==> config.mk <==
export PLATFORM = sky130hd
export DESIGN_NAME = axi_lite_master_bridge
export DESIGN_NICKNAME = d
export VERILOG_FILES = /design/src/rtl/axi_lite_master_bridge.sv
export SDC_FILE = /design/constraint.sdc
export NUM_CORES = 1
export LEC_CHECK = 0
export ABC_CLOCK_PERIOD_IN_PS = 3370
export BUFFER_PORTS_ARGS = -buffer_cell sky130_fd_sc_hd__buf_2
export CORE_MARGIN = 1.5
export CORE_UTILIZATION = 40
export CTS_CLUSTER_DIAMETER = 50
export DETAILED_ROUTE_END_ITERATION = 8
export GPL_ROUTABILITY_DRIVEN = 0
export PLACE_DENSITY_LB_ADDON = 0.25
export SLEW_MARGIN = 20
export SYNTH_ARGS = -nofsm -noshare
export SYNTH_HDL_FRONTEND = slang
export SYNTH_SLANG_ARGS = --single-unit
==> constraint.sdc <==
create_clock -name clk -period 3.37 [get_ports clk]
set_input_delay 0.1685 -clock clk [delete_from_list [all_inputs] [get_ports clk]]
set_output_delay 0.1685 -clock clk [all_outputs]
set_load 0.02 [all_outputs]
==> src/rtl/axi_lite_master_bridge.sv <==
// Single-outstanding bridge from a simple core request/response port onto AXI-lite style AR/R/AW/W/B channels.
// state | meaning: IDLE accept | RD_ADDR ar | RD_DATA r | WR_REQ aw+w | WR_RESP b | RSP core response
module axi_lite_master_bridge #(
    parameter int ADDR_W = 32,
    parameter int DATA_W = 32
) (
    input  logic              clk,
    input  logic              reset,
    input  logic              req_valid,
    output logic              req_ready,
    input  logic              req_wen,
    input  logic [ADDR_W-1:0] req_addr,
    input  logic [DATA_W-1:0] req_wdata,
    input  logic [1:0]        req_size,
    output logic              rsp_valid,
    input  logic              rsp_ready,
    output logic [DATA_W-1:0] rsp_rdata,
    output logic              rsp_err,
    output logic [ADDR_W-1:0] arAddr,
    output logic [31:0]       arWidth,
    output logic              arValid,
    input  logic              arReady,
    input  logic [31:0]       rData,
    input  logic              rValid,
    output logic              rReady,
    output logic [ADDR_W-1:0] awAddr,
    output logic [1:0]        awPort,
    output logic              awValid,
    input  logic              awReady,
    output logic [31:0]       wData,
    output logic [3:0]        wStrb,
    output logic              wValid,
    input  logic              wReady,
    input  logic [1:0]        bResp,
    input  logic              bValid,
    output logic              bReady
);

    typedef enum logic [2:0] {IDLE, RD_ADDR, RD_DATA, WR_REQ, WR_RESP, RSP} state_t;

    state_t      state;
    logic        aw_done;
    logic        w_done;
    logic        aw_hs;
    logic        w_hs;
    logic [31:0] size_width;
    logic [3:0]  size_strb;

    always_comb begin
        size_width = 32'd32;
        size_strb  = 4'b1111;
        case (req_size)
            2'd0: begin
                size_width = 32'd8;
                size_strb  = 4'b0001;
            end
            2'd1: begin
                size_width = 32'd16;
                size_strb  = 4'b0011;
            end
            default: ;
        endcase
    end

    assign aw_hs  = awValid && awReady;
    assign w_hs   = wValid && wReady;
    assign awPort = 2'b00;

    always_ff @(posedge clk) begin
        if (reset) begin
            state     <= IDLE;
            req_ready <= 1'b0;
            rsp_valid <= 1'b0;
            rsp_rdata <= '0;
            rsp_err   <= 1'b0;
            arAddr    <= '0;
            arWidth   <= '0;
            arValid   <= 1'b0;
            rReady    <= 1'b0;
            awAddr    <= '0;
            awValid   <= 1'b0;
            wData     <= '0;
            wStrb     <= '0;
            wValid    <= 1'b0;
            bReady    <= 1'b0;
            aw_done   <= 1'b0;
            w_done    <= 1'b0;
        end else begin
            case (state)
                IDLE: begin
                    aw_done <= 1'b0;
                    w_done  <= 1'b0;
                    if (req_valid && req_ready) begin
                        req_ready <= 1'b0;
                        if (req_size == 2'd3) begin
                            // illegal size never reaches the bus
                            rsp_valid <= 1'b1;
                            rsp_err   <= 1'b1;
                            rsp_rdata <= '0;
                            state     <= RSP;
                        end else if (req_wen) begin
                            awAddr  <= req_addr;
                            wData   <= 32'(req_wdata);
                            wStrb   <= size_strb;
                            awValid <= 1'b1;
                            wValid  <= 1'b1;
                            state   <= WR_REQ;
                        end else begin
                            arAddr  <= req_addr;
                            arWidth <= size_width;
                            arValid <= 1'b1;
                            state   <= RD_ADDR;
                        end
                    end else begin
                        req_ready <= 1'b1;
                    end
                end
                RD_ADDR: begin
                    if (arValid && arReady) begin
                        arValid <= 1'b0;
                        rReady  <= 1'b1;
                        state   <= RD_DATA;
                    end
                end
                RD_DATA: begin
                    if (rValid && rReady) begin
                        rReady    <= 1'b0;
                        rsp_rdata <= DATA_W'(rData);
                        rsp_err   <= 1'b0;
                        rsp_valid <= 1'b1;
                        state     <= RSP;
                    end
                end
                WR_REQ: begin
                    if (aw_hs) begin
                        awValid <= 1'b0;
                        aw_done <= 1'b1;
                    end
                    if (w_hs) begin
                        wValid <= 1'b0;
                        w_done <= 1'b1;
                    end
                    // advance on the cycle the last of the two handshakes lands
                    if ((aw_done || aw_hs) && (w_done || w_hs)) begin
                        bReady <= 1'b1;
                        state  <= WR_RESP;
                    end
                end
                WR_RESP: begin
                    if (bValid && bReady) begin
                        bReady    <= 1'b0;
                        rsp_err   <= (bResp != 2'b00);
                        rsp_rdata <= '0;
                        rsp_valid <= 1'b1;
                        state     <= RSP;
                    end
                end
                RSP: begin
                    if (rsp_valid && rsp_ready) begin
                        rsp_valid <= 1'b0;
                        req_ready <= 1'b1;
                        aw_done   <= 1'b0;
                        w_done    <= 1'b0;
                        state     <= IDLE;
                    end
                end
                default: state <= IDLE;
            endcase
        end
    end

endmodule

Word level (Yosys, flattened, before mapping). Index checks and enable logic that the tools add are counted.

Equal/unequal tests: 19. Muxes and demuxes: 49. Bitwise gates (word level): 2. Reductions and logical operators: 34.

Operators by type and width (count): $mux 32 (4); $pmux 32 s3 (1); $ne 2x2->1 const B (12); $mux 1 (23); $mux 3 (7); $reduce_and 5->1 (4); $pmux 3 s6 (1); $pmux 1 s2 (6); $pmux 6 s2 (1); $reduce_and 3->1 (4); $reduce_and 6->1 (2); $reduce_bool 2->1 (6); $pmux 1 s3 (3); $logic_and 1x1->1 (8); $pmux 4 s2 (1); $reduce_and 4->1 (2); $eq 3x2->1 const B (2); $eq 3x3->1 const B (2); $reduce_bool 3->1 (2); $pmux 1 s4 (1); $reduce_bool 4->1 (1); $eq 3x1->1 const B (1); $logic_not 3->1 (1); $eq 2x1->1 const B (1); other kinds (6) (8).

Register bits after elaboration: 177. Input port bits: 110. Output and inout bits: 174. Word-level logic and storage cells: 121.

Depth between registers and ports, before layout. Gate-level depths: netlist (run 1).

Depth in word-level cells: 5. Gate-level depth with buffers: 9. Depth with buffers taken out: 5.

Worst setup path before layout (run 1). OpenSTA, ideal clock, no wires.

Path kind: register -> register. Start point: register bReady. End point: register rsp_err. Library setup time: 0.070 ns. Arrival time: 1.564 ns. Data required time: 3.300 ns. Setup slack: 1.735 ns. Cell stages (with the launch flop): 7. Buffers on the path: 1. Period minus slack after synthesis: 1.635 ns. Cell sequence: dfxtp_1 and2_1 nand3_1 o22a_1 buf_6 or3_1 a21oi_1.

Longest elaborated chain between the ends: 3.

RTL lines: start: declaration (RTL line 36) `output logic bReady`; start signal: assignment (RTL line 85) `bReady <= 1'b0;`; start signal: assignment (RTL line 145) `bReady <= 1'b1;`; start signal: assignment (RTL line 151) `bReady <= 1'b0;`; $logic_and 1x1->1 (RTL line 150) `if (bValid && bReady) begin`; $ne 2x2->1 (no line); $reduce_and 5->1 (no line); end signal: assignment (RTL line 152) `rsp_err <= (bResp != 2'b00);`; end: declaration (RTL line 18) `output logic rsp_err,`.

Every way passes these cells. A chain may end at the register's enable or synchronous reset.

Worst setup path after layout (run 1).
Start point: register state[0]. End point: register wStrb[1].

Longest elaborated chain between the ends: 2.

RTL lines: start: declaration (RTL line 41) `state_t state;`; start signal: assignment (RTL line 71) `state <= IDLE;`; start signal: assignment (RTL line 100) `state <= RSP;`; start signal: assignment (RTL line 107) `state <= WR_REQ;`; $logic_not 3->1 (RTL line 89) `case (state)`; $reduce_and 4->1 (no line); end signal: assignment (RTL line 104) `wStrb <= size_strb;`; end: declaration (RTL line 31) `output logic [3:0] wStrb,`.

Every way passes these cells.

==> results of run 1 <==
==> area by class of cell <==
type                            instances  share of cell area (%)
Clock buffer                           18                    5.09
Clock inverter                         13                    1.87
Inverter                                5                   0.223
Multi-Input combinational cell        509                    28.2
Sequential cell                       147                    34.9
Tap cell                              180                    2.67
Timing Repair Buffer                  352                    27.1
==> cells by family after synthesis <==
kind of cell / Yosys count / synth area share, %
AND/OR/NAND/NOR: 310 / 23.6
AO/OA/AOI/OAI: 167 / 15.5
flip-flops: 147 / 51.5
buffers and inverters: 90 / 9.09
XOR/XNOR: 1 / 0.153
other: 1 / 0.0656
==> where the power goes <==
part / switching (mW) / leakage (nW) / internal [mW]
Sequential: 0.113 / 1.19 / 1.87
Clock: 0.720 / 0.290 / 1.16
Combinational: 0.675 / 2.22 / 0.412
Total: 1.51 / 3.70 / 3.44
==> final timing paths <==
| check | to | slack (ns) | cells past startpoint |
|---|---|---|---|
| worst max register to register | wStrb[1]$_SDFFE_PP0P_ | 1.09 | 6 |
| worst max-delay path | wStrb[1]$_SDFFE_PP0P_ | 1.09 | 6 |
| worst min-delay path | rsp_rdata[30]$_SDFFE_PP0P_ | 0.02 | 3 |
| worst min register to register | wData[20]$_SDFFE_PP0P_ | 0.45 | 2 |
==> metrics by stage <==
stage | setup slack (ns) | total power [mW] | hold slack [ns] | std cells
CTS | 1.07 | 4.99 | 0.000804 | 1224
detailed placement | 1.08 | 3.02 | 0.409 | 1101
floorplan | 1.74 | 2.73 | 0.284 | 746
finish | 1.09 | 4.95 | 0.0172 | 1224
global placement | 1.10 | 3.02 | 0.408 | 1101
global route | 0.918 | 5.20 | 0.0137 | 1224
==> per-layer routing <==
layer,vias to the layer above,part of all wire (%)
li1,2940,-
met1,2614,41
met2,221,49
met3,22,8.1
met4,4,1.4
met5,-,0.15
==> critical path, stage by stage (launching register included) <==
cell and delay (ns):
sky130_fd_sc_hd__dfxtp_1 0.49, sky130_fd_sc_hd__and4bb_1 0.37, sky130_fd_sc_hd__and2_1 0.18, sky130_fd_sc_hd__nand3_2 0.50, sky130_fd_sc_hd__buf_12 0.40, sky130_fd_sc_hd__nor3_1 0.15
sky130_fd_sc_hd__nor3_1 0.06
==> cells in the final DEF, fill, tap and decap left out, types with 2 or more instances in the layout <==
cell type	count
sky130_fd_sc_hd__buf_12	3
sky130_fd_sc_hd__o21ai_1	4
sky130_fd_sc_hd__and2_1	2
sky130_fd_sc_hd__inv_1	5
sky130_fd_sc_hd__clkbuf_16	17
sky130_fd_sc_hd__clkinv_4	2
sky130_fd_sc_hd__a31oi_1	3
sky130_fd_sc_hd__nor2_1	13
sky130_fd_sc_hd__nand2_1	238
sky130_fd_sc_hd__a211oi_1	2
sky130_fd_sc_hd__nor3_1	9
sky130_fd_sc_hd__inv_6	2
sky130_fd_sc_hd__o21ai_0	33
sky130_fd_sc_hd__a21oi_1	113
sky130_fd_sc_hd__a21o_1	2
sky130_fd_sc_hd__nand3b_1	33
sky130_fd_sc_hd__conb_1	31
sky130_fd_sc_hd__nand3_1	5
sky130_fd_sc_hd__buf_4	6
sky130_fd_sc_hd__buf_2	251
sky130_fd_sc_hd__clkinv_2	5
sky130_fd_sc_hd__a221oi_1	2
sky130_fd_sc_hd__bufinv_16	3
sky130_fd_sc_hd__dlygate4sd3_1	92
sky130_fd_sc_hd__dfxtp_1	147
==> flip-flops by register name, indices dropped and copies added (netlist names), 3 cells and up <==
name	count
arAddr	32
arWidth	3
awAddr	32
rsp_rdata	32
state	3
wData	32
wStrb	3
==> timing repair <==
item / in CTS / in global routing
hold endpoints to repair: 112 / 0
gates resized for setup: 0 / 0
hold buffers: 92 / 0
==> run metrics, run 1 <==
number of clock sinks 147; GRT Residual Overflow 0; maximum ir drop on the vdd rail 357 µV; main area contributors after synthesis sky130_fd_sc_hd__dfxtp_1, sky130_fd_sc_hd__nand2_1, sky130_fd_sc_hd__a21oi_1; busiest grt layer met2; total vias in the final route 5801; top-area cell type share of the netlist area 51.5%; clock transition at the register clock pins on the worst setup and hold paths after CTS 0.06 ns; kind of end point of the critical path flop; met3 track demand over resource in global routing 7.43%; synthesized area 5710 µm²; Synthesis Warnings 0; clock tree root buffer cell sky130_fd_sc_hd__clkbuf_16; GR met2 Demand/Resource 36.0%; final WL 16900 µm; layout-stage area growth over the synthesis result 47.6%; FFs w/ async S/R, synth 0%; first-pass iteration count of the detailed router 4; layout filler cell count 1246; area occupied by multi-input gates 2380 µm²; Final HPWL DP 10600 µm; outcome completed; initial antenna violation count 3; most frequently used flop master after synthesis sky130_fd_sc_hd__dfxtp_1; list of most frequent post-synthesis cells sky130_fd_sc_hd__nand2_1, sky130_fd_sc_hd__dfxtp_1, sky130_fd_sc_hd__a21oi_1; Post-Syn Instances 716; cell with the most instances after synthesis sky130_fd_sc_hd__nand2_1; global routing met1 resource utilization 26.1%; fin crit share 67.7%; Max Slew Vio Count 0; flip-flop and latch area 2940 µm²; startpoint of the most critical hold path rData[30]; Vias per Instance 4.74; ant diodes 0; maximum buffer depth of the clock tree 2; number of distinct library cell variants in the gate-level netlist after synthesis 38; area of the placeable core 13900 µm²; FP Rows 43; setup repair bufs after CTS 0; die height 123 µm; actual slew at the worst max-slew pin 0.831 ns; maximum number of pins on one net before global-route repair 83; routed wire length per instance 13.8 µm; global-route wire length before repair 25300 µm; critical path data required time 3.66 ns; worst max-slew margin expressed relative to the limit 44.6%; Post-Synthesis Mean Instance Area 7.98 µm²; final critical-path required period 2.28 ns; number of synthesized flops with an enable pin 0; fraction of final layout cells sized beyond drive strength 1 28.3%; setup repair after global routing missed its margin false; initial core utilization 41.0%; number of global-route vias before repair 5087; post-layout net count 1142; class of the most critical hold timing path in2reg; timing startpoint of the critical path state[0]$_SDFFE_PP0P_; final core occ 60.5%; Pwr Density 587 nW/µm²; R2R Path Start state[0]$_SDFFE_PP0P_; Clk Latency, worst-skew pair 0.41 ns; startpoint type of the worst setup path flop; final setup violation count 0; post-placement cell area 6930 µm²; Ports 284; critical path class reg2reg; Fin Setup TNS 0 ns; Worst Clk Skew 0.0111 ns; Crit Path Max Fanout 41; final antenna-violating net count 0; Pleak 3.70 nW; synthesized flop and latch total 147; cell area after layout 8430 µm²; max cap viols 0; input/output buffers 252; sequential cell area fraction in the yosys report 51.5%; Overall Global Routing Usage 21.5%; dominant cell type by area after synthesis sky130_fd_sc_hd__dfxtp_1; data arrival time of the critical path 2.57 ns; Num CTS Buffers 17; DRC violation count after routing 0; Fmax achieved 438 MHz; die area 15000 µm²; final hold violation count 0; TritonCTS clock tree built; H-tree depth reported by CTS 4; DRC violation total after the first TritonRoute iteration 393; Chip Width 123 µm
Power figures use the tool's default switching activity.
==> inputs of run 2 (changes only) <==
- ABC_CLOCK_PERIOD_IN_PS: 3370 -> 2330
- clock period: 3.37 -> 2.33 ns (I/O delays scaled with it)
==> run metrics, run 2 (synthesis results as in run 1) <==
outcome completed; routed wire length per instance 13.9 µm; CP delay by family, top simple AND/OR/NAND/NOR gates; Crit Path Max Fanout 41; depth of the critical timing path with buffers and inverters included 6; Worst Clk Skew 0.00771 ns; setup repair after global routing missed its margin false; layout filler cell count 1176; Num CTS Buffers 17; Final HPWL DP 10600 µm; clock share of power 37.4%; TritonCTS clock tree built; power spent charging and discharging nets 2.22 mW; input/output buffers 252; Fin Setup TNS 0 ns; total vias in the final route 5881; initial core utilization 41.0%; Pleak 3.75 nW; layout-stage area growth over the synthesis result 49.7%; first-pass iteration count of the detailed router 4; clock tree root buffer cell sky130_fd_sc_hd__clkbuf_16; post-layout net count 1153; worst stage delay on the critical path 0.49 ns; Int Pwr 4.98 mW; max cap viols 0; Chip Width 123 µm; kind of end point of the critical path flop; Pwr Density 842 nW/µm²; Placed Cells 1106; die area 15000 µm²; final antenna-violating net count 0; setup repair bufs after CTS 0; number of global-route vias before repair 5448; fin crit share 82.9%; setup slack of the most critical reg-to-reg path 0.40 ns; DRC violation total after the first TritonRoute iteration 396; maximum buffer depth of the clock tree 2; switching share of power 30.8%; startpoint type of the worst setup path flop; clock transition at the register clock pins on the worst setup and hold paths after CTS 0.06 ns; final setup violation count 0; class of the most critical hold timing path in2reg; data arrival time of the critical path 2.26 ns; number of clock sinks 147; cell-by-cell trace of the critical path and4bb_1, and2_1, and3_2, buf_12, nor2_1, nor3_1; combinational share of power 23.3%; FP Rows 43; critical path class reg2reg; H-tree depth reported by CTS 4; Clk Latency, worst-skew pair 0.41 ns; maximum number of pins on one net before global-route repair 86; worst setup path end wStrb[1]$_SDFFE_PP0P_; non-filler cells in the finished layout 1236; global-route wire length before repair 26400 µm; reg2reg end wStrb[1]$_SDFFE_PP0P_; final hold violation count 0; die height 123 µm; DRC violation count after routing 0; Ports 284; Overall Global Routing Usage 22.3%; R2R Path Start state[1]$_SDFFE_PP0P_; most used cells in the layout excluding fill and tap cells sky130_fd_sc_hd__buf_2, sky130_fd_sc_hd__nand2_1, sky130_fd_sc_hd__dfxtp_1, sky130_fd_sc_hd__a21oi_1, sky130_fd_sc_hd__dlygate4sd3_1; fraction of final layout cells sized beyond drive strength 1 28.5%; Max Slew Vio Count 0; GRT Residual Overflow 0; ant diodes 0; initial antenna violation count 0; maximum ir drop on the vdd rail 534 µV; buffers and inverters on the worst path 1; critical path data required time 2.66 ns; final WL 17200 µm; share of total power in sequential cells 39.3%; number of cells upsized or downsized after cts 0; area of the placeable core 13900 µm²; Vias per Instance 4.76; timing startpoint of the critical path state[1]$_SDFFE_PP0P_; final critical-path required period 1.93 ns; standard cell with the maximum stage delay on the critical path sky130_fd_sc_hd__and3_2; Fmax achieved 518 MHz; most frequent standard cell in the layout excluding fill and tap cells sky130_fd_sc_hd__buf_2; FF-to-FF path depth 6
==> run 2: cell types whose count changed in the layout (fill, tap and decap cells not counted) <==
cell,change
sky130_fd_sc_hd__clkinvlp_4,+2
sky130_fd_sc_hd__clkinv_2,-1
sky130_fd_sc_hd__clkinv_4,-1
sky130_fd_sc_hd__dlygate4sd3_1,+6
sky130_fd_sc_hd__clkbuf_8,+2
sky130_fd_sc_hd__bufinv_16,-1
sky130_fd_sc_hd__buf_12,+2
sky130_fd_sc_hd__buf_4,+3
==> run 2: metal layers <==
layer / wire [µm] / track usage (%) / up-vias
met1: 7270 / 25.8 / 2671
met4: 304 / 7.34 / 0
li1: - / - / 2962
met2: 8220 / 38.7 / 226
met3: 1370 / 7.67 / 22
met5: 0 / 0 / -
==> run 2: worst min path at each step <==
stage	startpoint	endpoint	slack [ns]	cells past startpoint
floorplan	wReady	wValid$_SDFFE_PP0P_	0.23	1
global route	req_size[1]	wStrb[2]$_SDFFE_PP0P_	0.008	3
CTS	req_size[1]	wStrb[2]$_SDFFE_PP0P_	0.002	3
finish	req_size[1]	wStrb[2]$_SDFFE_PP0P_	0.02	3
global placement	rData[7]	rsp_rdata[7]$_SDFFE_PP0P_	0.36	3
detailed placement	wReady	wValid$_SDFFE_PP0P_	0.36	2
==> run 2: worst reg2reg max path, delay by kind of cell, from the launching register on <==
family,cells,cell delay [ns]
buf+inv,1,0.28
flops,1,0.36
simple gates,5,1.21
==> run 2: stage by stage <==
stage | hold slack, ns | setup WS, ns | area, µm² | total power [mW] | util (%)
after CTS | 0.00162 | 0.371 | 8560 | 7.26 | 61.4
after floorplan | 0.232 | 0.695 | 5830 | 3.95 | -
after detailed placement | 0.361 | 0.402 | 6990 | 4.42 | 50.2
after global routing | 0.00824 | 0.230 | 8560 | 7.55 | 61.4
after global placement | 0.357 | 0.460 | 6990 | 4.42 | 50.2
final | 0.0213 | 0.400 | 8560 | 7.20 | 61.4
==> run 2: final cells by class <==
class,instances,area (µm²),area share [%]
Sequential cell,147,2940,34.4
Timing Repair Buffer,363,2400,28.1
Multi-Input combinational cell,509,2380,27.8
Clock buffer,20,457,5.34
Tap cell,180,225,2.63
Clock inverter,12,129,1.51
Inverter,5,18.8,0.219
==> run 2: timing repair <==
action | CTS | global route
hold buffers | 98 | 0
hold endpoints to repair | 129 | 0
setup endpoints to repair | 0 | 0
==> run 2: power groups by stage <==
| stage | Sequential [mW] | Clock (mW) | Combinational (mW) |
|---|---|---|---|
| global route | 2.85 | 2.86 | 1.85 |
| global placement | 2.87 | 0 | 1.54 |
| CTS | 2.83 | 2.75 | 1.68 |
| finish | 2.83 | 2.69 | 1.68 |
| floorplan | 3.07 | 0 | 0.884 |
| detailed placement | 2.88 | 0 | 1.54 |
